<file path="config.mk">
export PLATFORM = sky130hd
export DESIGN_NAME = uart_tx_serializer
export DESIGN_NICKNAME = d
export VERILOG_FILES = /design/src/rtl/uart_pkg.sv /design/src/rtl/uart_baud_counter.sv /design/src/rtl/uart_tx_serializer.sv
export SDC_FILE = /design/constraint.sdc
export NUM_CORES = 1
export LEC_CHECK = 0
export ABC_AREA = 1
export CAP_MARGIN = 30
export CORE_UTILIZATION = 40
export CTS_CLUSTER_DIAMETER = 150
export CTS_CLUSTER_SIZE = 10
export DETAILED_ROUTE_END_ITERATION = 10
export SETUP_SLACK_MARGIN = 0.05
export SLEW_MARGIN = 20
export SYNTH_ARGS = -nofsm -noshare
export SYNTH_HDL_FRONTEND = slang
export SYNTH_HIERARCHICAL = 1
export SYNTH_SLANG_ARGS = --single-unit
</file>
<file path="constraint.sdc">
create_clock -name clock -period 1.86 [get_ports clock]
set_clock_uncertainty 0.05 [all_clocks]
set_input_delay 0.186 -clock clock [delete_from_list [all_inputs] [get_ports clock]]
set_output_delay 0.186 -clock clock [all_outputs]
set_load 0.02 [all_outputs]
</file>
<file path="src/rtl/uart_pkg.sv">
// Shared UART definitions: FSM state encoding, default line rate and idle level.
// Imported by the transmitter and, later, the matching receiver.
package uart_pkg;

  typedef enum logic [1:0] {
    IDLE  = 2'd0,
    START = 2'd1,
    DATA  = 2'd2,
    STOP  = 2'd3
  } uart_state_t;

  localparam int CLK_HZ       = 50_000_000;
  localparam int BAUD         = 115_200;
  localparam int CLKS_PER_BIT = CLK_HZ / BAUD;

  localparam logic IDLE_LEVEL = 1'b1;

endpackage

</file>
<file path="src/rtl/uart_baud_counter.sv">
// Bit-period timer: counts 0..CLKS_PER_BIT-1 and flags the terminal count.
// Shared between the UART transmitter and receiver.
module uart_baud_counter #(
  parameter int CLKS_PER_BIT = uart_pkg::CLKS_PER_BIT
) (
  input  logic clock,
  input  logic reset,
  input  logic clear,
  output logic bit_end
);

  localparam int                 CNT_W = $clog2(CLKS_PER_BIT);
  localparam logic [CNT_W-1:0]   LAST  = CNT_W'(CLKS_PER_BIT - 1);

  logic [CNT_W-1:0] count;

  // NOTE: sequential state is always written with non-blocking assignments so
  // every flop samples the pre-edge value of every other flop.
  always_ff @(posedge clock or posedge reset) begin
    if (reset) begin
      count <= '0;
    end else if (clear || count == LAST) begin
      count <= '0;
    end else begin
      count <= count + CNT_W'(1);
    end
  end

  assign bit_end = (count == LAST);

endmodule

</file>
<file path="src/rtl/uart_tx_serializer.sv">
// UART transmitter: accepts one word per tx_start in IDLE and sends it
// LSB-first as start / DATA_BITS data / STOP_BITS stop, all outputs registered.
module uart_tx_serializer #(
  parameter int CLKS_PER_BIT = uart_pkg::CLKS_PER_BIT,
  parameter int DATA_BITS    = 8,
  parameter int STOP_BITS    = 1
) (
  input  logic                 clock,
  input  logic                 reset,
  input  logic                 tx_start,
  input  logic [DATA_BITS-1:0] tx_data,
  output logic                 tx,
  output logic                 tx_busy,
  output logic                 tx_done
);

  import uart_pkg::*;

  localparam logic [3:0] LAST_DATA = 4'(DATA_BITS - 1);
  localparam logic [3:0] LAST_STOP = 4'(STOP_BITS - 1);

  uart_state_t          state, state_n;
  logic [DATA_BITS-1:0] shift_q, shift_n;
  logic [3:0]           idx_q, idx_n;
  logic                 tx_n, busy_n, done_n;
  logic                 bit_end;
  logic                 baud_clear;

  // Held clear while idle; every later state is entered on a wrap, so the
  // counter already starts each state at zero.
  assign baud_clear = (state == IDLE);

  uart_baud_counter #(
    .CLKS_PER_BIT (CLKS_PER_BIT)
  ) u_baud (
    .clock   (clock),
    .reset   (reset),
    .clear   (baud_clear),
    .bit_end (bit_end)
  );

  always_ff @(posedge clock or posedge reset) begin
    if (reset) begin
      state   <= IDLE;
      shift_q <= '0;
      idx_q   <= '0;
      tx      <= IDLE_LEVEL;
      tx_busy <= 1'b0;
      tx_done <= 1'b0;
    end else begin
      state   <= state_n;
      shift_q <= shift_n;
      idx_q   <= idx_n;
      tx      <= tx_n;
      tx_busy <= busy_n;
      tx_done <= done_n;
    end
  end

  // The line level is computed one cycle ahead so tx comes straight off a flop.
  always_comb begin
    // NOTE: every signal gets a default first, so no path through the case
    // leaves one unassigned and no latch is inferred.
    state_n = state;
    shift_n = shift_q;
    idx_n   = idx_q;
    tx_n    = tx;
    busy_n  = tx_busy;
    done_n  = 1'b0;

    unique case (state)
      IDLE: begin
        tx_n   = IDLE_LEVEL;
        busy_n = 1'b0;
        idx_n  = '0;
        if (tx_start) begin
          shift_n = tx_data;
          state_n = START;
          tx_n    = 1'b0;
          busy_n  = 1'b1;
        end
      end

      START: begin
        if (bit_end) begin
          state_n = DATA;
          idx_n   = '0;
          tx_n    = shift_q[0];
        end
      end

      DATA: begin
        if (bit_end) begin
          shift_n = shift_q >> 1;
          if (idx_q == LAST_DATA) begin
            state_n = STOP;
            idx_n   = '0;
            tx_n    = IDLE_LEVEL;
          end else begin
            idx_n = idx_q + 4'd1;
            tx_n  = shift_q[1];
          end
        end
      end

      STOP: begin
        if (bit_end) begin
          if (idx_q == LAST_STOP) begin
            state_n = IDLE;
            idx_n   = '0;
            busy_n  = 1'b0;
            done_n  = 1'b1;
          end else begin
            idx_n = idx_q + 4'd1;
          end
        end
      end

      default: state_n = IDLE;
    endcase
  end

endmodule

</file>
# After elaboration in Yosys (flattened, before gate mapping)
# Index checks and enable logic that the tools add are counted.
dict set report totals {
  input_bits 11
  regBits 26
  out_inout_bits 3
}
dict set report classes {
  n_mux 29
  add_sub_neg 2
  n_eq_ne 11
  n_reduce_logical 11
}
# cell n
set op_table {}
lappend op_table {{$mux 4} 5}
lappend op_table {{$mux 8} 2}
lappend op_table {{$pmux 4 s4} 1}
lappend op_table {{$pmux 8 s2} 1}
lappend op_table {{$mux 2} 6}
lappend op_table {{$ne 2x2->1 const B} 6}
lappend op_table {{$reduce_and 3->1} 4}
lappend op_table {{$mux 1} 10}
lappend op_table {{$add 9x1->9 const B} 1}
lappend op_table {{$eq 9x9->1 const B} 1}
lappend op_table {{$mux 9} 1}
lappend op_table {{$pmux 2 s4} 1}
lappend op_table {{$reduce_and 6->1} 1}
lappend op_table {{$add 4x1->4 const B} 1}
lappend op_table {{$eq 2x2->1 const B} 2}
lappend op_table {{$eq 4x3->1 const B} 1}
lappend op_table {{$logic_not 4->1} 1}
lappend op_table {{$reduce_bool 2->1} 2}
lappend op_table {{$pmux 1 s3} 1}
lappend op_table {{$reduce_bool 3->1} 1}
lappend op_table {{$eq 2x1->1 const B} 1}
lappend op_table {{$logic_not 2->1} 1}
lappend op_table {{$pmux 1 s2} 1}
lappend op_table {{$logic_or 1x1->1} 1}

# Longest topological paths before layout
# Gate-level depths: netlist of run 1.
dict set report depth {
  ltp_word 4
  depth_mapped 13
  ltp_nobuf 13
}

# By module
# Netlist of run 1, hierarchy kept.
# mod area_per_inst_um2 instances seq_area_each_um2 cells_each
set modules_own_cells {}
lappend modules_own_cells {uart_tx_serializer 1099.8 1 426.7 137}
lappend modules_own_cells {uart_baud_counter 506.7 1 225.2 69}

# Worst setup path after synthesis of run 1
# No wires, ideal clock.
dict set report synth_path {
  path_type {reg2reg}
  start {register u_baud.count[0]}
  end {register shift_q[0]}
  required_ns 1.687
  setup_slack_ns 0.237
  path_stages_with_launch 13
  setup_time_ns 0.123
  synth_period_minus_slack_ns 1.623
  arrival_ns 1.450
  path_buffers 1
  path_cell_list {dfrtp_1 -> ha_1 -> nand2_1 -> nor2_1 -> nand2_1 -> inv_1 -> inv_1 -> nand2_4 -> nand2_4 -> nor2_8 -> buf_12 -> nand2_1 -> nand2_1}
}
dict set report synth_via {
  elab_chain_cells 3
}
# element line
set synth_lines {}
lappend synth_lines {{start, declared} uart_baud_counter.sv:15} ;# logic [CNT_W-1:0] count;
lappend synth_lines {{start signal, assigned} uart_baud_counter.sv:25} ;# count <= count + CNT_W'(1);
lappend synth_lines {{$eq 9x9->1} uart_baud_counter.sv:29} ;# assign bit_end = (count == LAST);
lappend synth_lines {{named net bit_end} uart_tx_serializer.sv:26} ;# logic bit_end;
lappend synth_lines {{$ne 2x2->1 (no source line)} --}
lappend synth_lines {{$reduce_and 3->1 (no source line)} --}
lappend synth_lines {{end signal, assigned} uart_tx_serializer.sv:52} ;# shift_q <= shift_n;
lappend synth_lines {{end, declared} uart_tx_serializer.sv:23} ;# logic [DATA_BITS-1:0] shift_q, shift_n;
# The timed path passes the listed nets, and every way through them passes these cells.
# A chain may end at the register's enable or synchronous reset.

# Worst setup path in the final report of run 1
dict set report layout_path {
  start {register u_baud.count[0]}
  end {register shift_q[7]}
}
# Same word-level chain as after synthesis.

==> results of run 1 <==
-- sequential cells by signal (all words and copies together) (netlist names) --
name          count
idx_q             4
tx_done           1
state             2
tx_busy           1
shift_q           8
tx                1
u_baud/count      9
-- layout make-up --
class,instances,share of cell area (%)
clock buffer,3,2.206
sequential,26,34.83
multi-input combinational,148,43.45
timing repair buffer,17,8.556
tap,48,3.209
inverter,30,6.150
clock inverter,1,1.604
-- cell usage in the layout (no fill, tap or decap), types with 4 or more instances in the layout --
cell	n
o21ai_0	9
nor2_1	23
nand2_1	60
inv_1	26
ha_1	9
dfrtp_1	25
nand2_2	4
a21oi_1	4
clkdlybuf4s50_1	13
o21ai_2	5
buf_4	4
nand3_1	12
-- metal layers --
layer  wire length, µm  vias up
met3                91        5
met5                 0        -
met4                44        0
li1                  -      674
met1              1418      565
met2              1453       23
-- how the worst min path moves through the flow --
stage	start	to	slack (ps)	cells past startpoint
2_1_floorplan	reset	u_baud/count[0]	-40	1
3_3_place_gp	tx	tx	430	2
3_5_place_dp	tx	tx	430	2
4_1_cts	reset	u_baud/count[5]	170	2
5_1_grt	reset	u_baud/count[3]	200	2
6_report	reset	u_baud/count[1]	150	2
-- timing repair --
action / CTS / global route
resized for setup: 0 / 4
setup buffers: 0 / 2
setup endpoints to repair: 0 / 14
-- worst register-to-register path: stages (launching register included) --
cell and delay [ps]:
dfrtp_1 440, ha_1 170, nand2_1 60, nor2_2 120, nand2_2 80, inv_2 70
inv_2 70, nand2_4 70, nand2_4 90, nor2_4 240, nand3_2 90, nand2_1 60
-- report_power, final --
| group | internal, µW | total, µW | switching (µW) | leakage [µW] |
|---|---|---|---|---|
| Sequential | 742 | 853 | 111 | 0.000335 |
| Combinational | 504 | 1310 | 807 | 0.000553 |
| Clock | 288 | 484 | 196 | 0.0000357 |
| Total | 1530 | 2650 | 1110 | 0.000924 |
-- cell families (layout without fill, tap and decap cells) --
group	count (synthesis)	in the layout
simple gates	109	110
buf+inv	33	51
flops	26	26
compound gates	25	25
fa+ha+maj	9	9
xor+xnor	4	4
-- per-stage QoR --
| step | utilization, % | area, µm² |
|---|---|---|
| 2_1_floorplan | - | 1607 |
| 3_3_place_gp | 47.26 | 1769 |
| 3_5_place_dp | 47.26 | 1769 |
| 4_1_cts | 49.16 | 1841 |
| 5_1_grt | 50.00 | 1872 |
| 6_report | 50.00 | 1872 |
==> summary.md, run 1 <==
| Metric | Value |
|---|---|
| Multi-input gate area | 813.3 µm² |
| Global-route wire length before repair | 5223 µm |
| Flops & latches, synth | 26 |
| Syn nets | 226 |
| Total Routing Usage GR | 16.03% |
| Total negative slack | 0 ps |
| Detailed Routing Iterations Pass 1 | 4 |
| Worst EP required | 2040 ps |
| Initial Utilization | 42.91% |
| Dpl hpwl | 2216 µm |
| CTS tree | built |
| TritonCTS buffer count | 3 |
| Reg area | 651.9 µm² |
| Setup-failing EPs final | 0 |
| Setup CP Type | reg -> reg |
| Core area | 3744 µm² |
| Slew margin rel. | 74.76% |
| CP Capture Point | shift_q[7] |
| Synth Area in XOR/XNOR | 2.181% |
| Post-synth top area share | 38.94% |
| Post-synth top cells | nand2_1, inv_1, dfrtp_1 |
| Sink Count | 26 |
| Post-Syn Instances | 206 |
| Source of the critical timing path | u_baud/count[0] |
| Path depth of the worst reg2reg path | 11 |
| Nets | 246 |
| Final Hold Slack | 148.0 ps |
| # DRC | 0 |
| RR Startpoint | u_baud/count[0] |
| Final min period | 1664 ps |
| 1st-iter DRT viols | 36 |
| Max Slew Vio Count | 0 |
| Compound-Gate Fraction of Synth Area | 10.12% |
| PD cells | 1414 nW/µm² |
| Yosys warning count | 6 |
| Syn_area_per_cell | 7.799 µm² |
| Cells along the critical path | ha_1 -> nand2_1 -> nor2_2 -> nand2_2 -> inv_2 -> inv_2 -> nand2_4 -> nand2_4 -> nor2_4 -> nand3_2 -> nand2_1 |
| Die H | 65.38 µm |
| Placement Rows | 22 |
| Final worst slack | 196.4 ps |
| Setup slack at placement | 115.0 ps |
| Hold-fix buffer count after cts | 0 |
| Met1 usage | 20.52% |
| Ant diodes | 0 |
| Non-filler cells, final | 273 |
| Max-cap viol count | 0 |
| Layout area overhead | 16.51% |
| Largest net degree at the start of global routing | 18 |
| Asr flop ratio synth | 100.0% |
| Critical Path Max Stage Delay | 440 ps |
| Final Hold Viols | 0 |
| Mux cell area share after synthesis | 0% |
| Mapped Area | 1607 µm² |
| Ys flop type | dfrtp_1 |
| Routed WL per cell | 11.01 µm |
| Peak supply drop | 0.8354 mV |
| Outcome | finished clean |
| Chip Width | 65.38 µm |
| Met2 Use GR | 26.68% |
| Number of H-tree levels | 1 |
| Hold WC Path Type | in -> async |
| CTS max path bufs | 2 |
| Layout cells sized above 1 | 15.11% |
| Critical Path Slowest Stage Cell | dfrtp_1 |
| Largest family of logic cells by synthesized area | simple AND/OR/NAND/NOR gates |
| Vias in the first global route | 1196 |
| Levels on crit path | 11 |
| CP endpoint kind | flip-flop |
| RSZ-0062 raised after global routing | false |
| Ranking of synthesized cells by area | dfrtp_1, nand2_1, ha_1, inv_1, nor2_1 |
| Pwr Total | 2648 µW |
| Post-Synth Adder-Cell Area | 7.009% |
| Worst Path Arrival | 1840 ps |
| Clock Latency Late Sink | 280 ps |
| Simple-gate share of the synthesized area | 30.30% |
| Clk root buf | clkbuf_8 |
| Count leader, synth | nand2_1 |
| Busiest grt layer | met2 |
| Tcrit/Tclk final | 89.44% |
| Leakage power | 0.0009241 µW |
| Fill cell count | 384 |
| Worst R2R End | shift_q[7] |
| Worst Max-Slew Pin Slew | 378.1 ps |
| Total Wirelength | 3007 µm |
| Reg2Reg Setup Slack | 200 ps |
| Startpoint Class | flip-flop |
| Seq/Total Area, Yosys | 40.58% |
| Vias | 1267 |
| Library cells used by synthesis | 28 |
| Delay-heaviest family, CP | simple AND/OR/NAND/NOR gates |
| IO buf count | 13 |
| Drt via density | 4.641 |
| Placer Congestion | 0.8286 |
| Number of I/O pins | 14 |
| DRT antenna net count | 0 |
| Reg clk slew, reported paths | 100 ps |
| Largest area contributor in the netlist | dfrtp_1 |
| Initial antenna violation count | 0 |
| Peak fanout along the critical path | 7 |
| Number of flops mapped to enable cells by yosys | 0 |
| Number of buffer and inverter stages on the critical path | 2 |
| Grt ovf | 0 |
| Met3 Track Usage GR | 2.604% |
| Die area | 4274 µm² |
| Max frequency | 601.1 MHz |
| Placed insts | 266 |
Note: power is estimated with default switching activity, not from simulation.
==> inputs of run 2 (changes only) <==
==> constraint.sdc (replaced) <==
create_clock -name clock -period 1.86 [get_ports clock]
set_clock_uncertainty 0.05 [all_clocks]
set_input_delay 0.186 -clock clock [delete_from_list [all_inputs] [get_ports clock]]
set_output_delay 0.186 -clock clock [all_outputs]
set_load 0.05 [all_outputs]
==> run 2 against run 1 <==
Effect of this change:
- routed wire length down 1.4%
- non-clock buffer count is the same
- combinational power increased by 4%
==> summary.md, run 2 (same netlist as run 1, synthesis figures left out) <==
| Metric | Value |
|---|---|
| Die area | 4274 µm² |
| Most common cell after layout, fill and taps aside | nand2_1 |
| Die H | 65.38 µm |
| Number of H-tree levels | 1 |
| Largest net degree at the start of global routing | 18 |
| Worst EP required | 1620 ps |
| WL met3 | 79 µm |
| Met2 wire len | 1421 µm |
| Routed WL per cell | 10.86 µm |
| Critical Path Slowest Stage Cell | clkdlybuf4s50_1 |
| Outcome | finished clean |
| Reg area | 653.1 µm² |
| Number of I/O pins | 14 |
| Ant diodes | 0 |
| Initial antenna violation count | 0 |
| Max reg flops | 9 |
| Max Slew Vio Count | 0 |
| Clk root buf | clkbuf_8 |
| DRT antenna net count | 0 |
| CP endpoint kind | output pin |
| Setup CP Type | reg -> out |
| Nets | 246 |
| Sink Count | 26 |
| CTS max path bufs | 2 |
| PD cells | 1445 nW/µm² |
| Final worst slack | 195.1 ps |
| Startpoint Class | flip-flop |
| Setup slack at placement | 124.4 ps |
| Total negative slack | 0 ps |
| Grt ovf | 0 |
| Multi-input gate area | 810.8 µm² |
| Hold-fix buffer count after cts | 0 |
| Most frequent cells in the layout | nand2_1, inv_1, nor2_1, dfrtp_1 |
| Tcrit/Tclk final | 89.51% |
| Fill cell count | 398 |
| Drt via density | 4.641 |
| Delay-heaviest family, CP | buffers and inverters |
| Final Hold Viols | 0 |
| Total Wirelength | 2966 µm |
| RSZ-0062 raised after global routing | false |
| Setup-failing EPs final | 0 |
| Final min period | 1665 ps |
| TritonCTS buffer count | 3 |
| IO buf count | 13 |
| Vias | 1267 |
| Initial Utilization | 42.91% |
| Detailed Routing Iterations Pass 1 | 4 |
| Slew margin rel. | 66.93% |
| CTS tree | built |
| Peak fanout along the critical path | 2 |
| Critical Path Max Stage Delay | 800 ps |
| Cells along the critical path | clkdlybuf4s50_1 |
| Worst Max-Slew Pin Slew | 494.5 ps |
| Max frequency | 600.6 MHz |
| Worst Path Arrival | 1430 ps |
| Most flop-heavy register | u_baud/count |
| Number of buffer and inverter stages on the critical path | 1 |
| Layout area overhead | 16.28% |
| Hold WC Path Type | in -> async |
| Top Registers | u_baud/count x9, shift_q x8, idx_q x4 |
| Highest metal used | met4 |
| Total Routing Usage GR | 15.54% |
| Vias in the first global route | 1133 |
| Placer Congestion | 0.8148 |
| Dpl hpwl | 2146 µm |
| 1st-iter DRT viols | 40 |
| M1 WL | 1410 µm |
| Chip Width | 65.38 µm |
| Global-route wire length before repair | 4912 µm |
| Reg clk slew, reported paths | 100 ps |
| Peak supply drop | 0.7735 mV |
| Max-cap viol count | 0 |
| Core area | 3744 µm² |
| Layout cells sized above 1 | 15.56% |
| Leakage power | 0.0009231 µW |
| Placement Rows | 22 |
| Clock Latency Late Sink | 280 ps |
| # DRC | 0 |
run 2: changes by cell type in the layout (fill, tap and decap cells not counted), sizes merged:
cell           previous run  this run
buf                       4         5
clkdlybuf4s50            13        12
run 2: metrics by stage:
step	cell area, µm²	utilization (%)	power [µW]	hold slack (ps)	std cells
global route	1868	49.90	2924	190.4	273
detailed placement	1767	47.19	2159	430.7	266
finish	1868	49.90	2699	144.3	273
CTS	1838	49.10	2650	158.1	270
global placement	1767	47.19	2157	430.0	266
floorplan	1607	-	1997	-36.08	206
run 2: timing repair:
action                     CTS  global route
gates resized for setup      0             4
setup endpoints to repair    0            14
buffers inserted             0             2
run 2: metal layers:
metal | vias up | global-route usage (%)
met2 | 14 | 26.16
met3 | 4 | 3.646
li1 | 676 | -
met5 | - | 0
met4 | 0 | 8.152
met1 | 573 | 18.19
run 2: path summary, 6_finish.rpt:
path	start	endpoint	slack, ps	cells past startpoint
min in group clock	tx_data[7]	shift_q[7]	420	3
max	tx_busy	tx_busy	200	1
min reg2reg	tx	tx	440	2
min	reset	u_baud/count[7]	140	2
max in group asynchronous	reset	tx	1320	3
max reg2reg	u_baud/count[1]	shift_q[6]	210	12
run 2: final cells by class:
type	count	share of cell area, %
Sequential cell	26	34.96
Clock buffer	3	2.210
Inverter	30	6.162
Tap cell	48	3.215
Clock inverter	1	1.608
Timing Repair Buffer	17	8.439
Multi-Input combinational cell	148	43.40
run 2: power breakdown:
| part | internal (µW) | leakage (µW) | switching, µW |
|---|---|---|---|
| Sequential | 744 | 0.000334 | 110 |
| Clock | 289 | 0.0000357 | 195 |
| Combinational | 503 | 0.000554 | 859 |
==> inputs of run 3 (changes only) <==
--- a/config.mk
+++ b/config.mk
@@ -7,11 +7,13 @@
 export LEC_CHECK = 0
 export ABC_AREA = 1
 export CAP_MARGIN = 30
+export CORE_MARGIN = 2
 export CORE_UTILIZATION = 40
 export CTS_CLUSTER_DIAMETER = 150
 export CTS_CLUSTER_SIZE = 10
 export DETAILED_ROUTE_END_ITERATION = 10
 export SETUP_SLACK_MARGIN = 0.05
+export SKIP_CTS_REPAIR_TIMING = 1
 export SLEW_MARGIN = 20
 export SYNTH_ARGS = -nofsm -noshare
 export SYNTH_HDL_FRONTEND = slang
==> run 3 against run 2 <==
Effect of this change:
- sequential cell count unchanged
- highest routed layer unchanged
- cell count up 0.37%
- non-clock buffer count down 1
- setup slack better by 9.2 ps
- via count about the same
==> summary.md, run 3 (same netlist as run 1, synthesis figures left out) <==
| Metric | Value |
|---|---|
| Outcome | finished clean |
| Hold WC Path Type | in -> async |
| Initial Utilization | 40.75% |
| Total Routing Usage GR | 15.02% |
| Cells along the critical path | clkdlybuf4s50_1 |
| Detailed Routing Iterations Pass 1 | 4 |
| Combinational power share | 53.6% |
| Sink Count | 26 |
| Max frequency | 603.9 MHz |
| Multi-input gate area | 813.3 µm² |
| Layout area overhead | 15.81% |
| Die H | 67.38 µm |
| DRT antenna net count | 0 |
| IO buf count | 13 |
| Global-route wire length before repair | 5257 µm |
| Final worst slack | 204.2 ps |
| PD cells | 1404 nW/µm² |
| # DRC | 0 |
| Most flop-heavy register | u_baud/count |
| 1st-iter DRT viols | 49 |
| Reg clk slew, reported paths | 90 ps |
| Worst Max-Slew Pin Slew | 485.2 ps |
| Setup slack at placement | 161.5 ps |
| Total Wirelength | 2919 µm |
| Number of H-tree levels | 1 |
| Grt ovf | 0 |
| Most frequent cells in the layout | nand2_1, inv_1, dfrtp_1, nor2_1 |
| Initial antenna violation count | 0 |
| Pint | 1457 µW |
| Tcrit/Tclk final | 89.02% |
| Peak supply drop | 0.6608 mV |
| Drt via density | 4.628 |
| Worst EP required | 1620 ps |
| Clock Latency Late Sink | 270 ps |
| Placer Congestion | 0.7644 |
| Layout Utilization | 47.19% |
| Delay-heaviest family, CP | buffers and inverters |
| Total negative slack | 0 ps |
| Critical Path Max Stage Delay | 800 ps |
| Vias in the first global route | 1206 |
| CTS tree | built |
| Reg area | 651.9 µm² |
| Max reg flops | 9 |
| CP endpoint kind | output pin |
| TritonCTS buffer count | 3 |
| Sequential Power Share | 32.2% |
| Top Registers | u_baud/count x9, shift_q x8, idx_q x4 |
| Max-cap viol count | 0 |
| Switching share of power | 44.23% |
| Ant diodes | 0 |
| Critical Path Slowest Stage Cell | clkdlybuf4s50_1 |
| Largest net degree at the start of global routing | 18 |
| Core area | 3943 µm² |
| Setup CP Type | reg -> out |
| Slew margin rel. | 67.55% |
| Peak fanout along the critical path | 2 |
| Max Slew Vio Count | 0 |
| Clock network power share | 14.1% |
| CTS max path bufs | 2 |
| Fill cell count | 404 |
| Final min period | 1656 ps |
| Setup-failing EPs final | 0 |
| RSZ-0062 raised after global routing | false |
| NetSw | 1155 µW |
| Number of I/O pins | 14 |
| Most common cell after layout, fill and taps aside | nand2_1 |
| Routed WL per cell | 10.65 µm |
| Layout cells sized above 1 | 15.18% |
| Nets | 245 |
| Leakage power | 0.0009160 µW |
| Chip Width | 67.38 µm |
| Clk root buf | clkbuf_8 |
| Final Hold Viols | 0 |
| Worst Path Arrival | 1420 ps |
| Dpl hpwl | 2175 µm |
| Die area | 4539 µm² |
| Placement Rows | 23 |
| Vias | 1268 |
| Startpoint Class | flip-flop |
| Number of buffer and inverter stages on the critical path | 1 |
| Pwr Total | 2612 µW |
-- run 3: cell count changes in the layout (fill, tap and decap cells not counted), sizes merged --
cell | previous run | this run
buf | 5 | 4
bufinv | 1 | 0
clkbuf | 3 | 4
-- run 3: routing by layer --
layer / share of wire (%) / track usage [%] / wire length, µm
met1: 51 / 21.03 / 1500
met2: 45 / 23.39 / 1316
met3: 2.8 / 3.500 / 81
met4: 0.69 / 3.827 / 20
met5: 0 / 0 / 0
-- run 3: path summary, 6_finish.rpt --
| check | startpoint | slack [ps] | cells after the start | to |
|---|---|---|---|---|
| worst min register to register | shift_q[0] | 460 | 2 | shift_q[0] |
| worst max register to register | u_baud/count[3] | 220 | 11 | shift_q[2] |
| min in group clock | tx_data[7] | 420 | 3 | shift_q[7] |
| worst max-delay path | tx_busy | 200 | 1 | tx_busy |
| worst min-delay path | reset | 150 | 2 | u_baud/count[2] |
| max in group asynchronous | reset | 1290 | 3 | tx |
-- run 3: per-stage QoR --
step           hold slack (ps)  std cells  instance area, µm²
2_1_floorplan           -36.08        206                1607
3_3_place_gp             435.1        269                1789
3_5_place_dp             434.7        269                1789
4_1_cts                  162.2        273                1844
5_1_grt                  189.3        274                1861
6_report                 153.0        274                1861
-- run 3: area by class of cell --
class	instances	share of cell area (%)
Clock buffer	4	2.959
Tap cell	50	3.362
Multi-Input combinational cell	148	43.71
Sequential cell	26	35.04
Timing Repair Buffer	16	8.742
Inverter	30	6.187
-- run 3: power groups by stage --
stage | registers, µW | clock network, µW | logic, µW
after CTS | 844 | 386 | 1360
after global placement | 853 | 0 | 1340
after global routing | 865 | 408 | 1590
after detailed placement | 856 | 0 | 1350
after floorplan | 917 | 0 | 1080
final | 842 | 369 | 1400
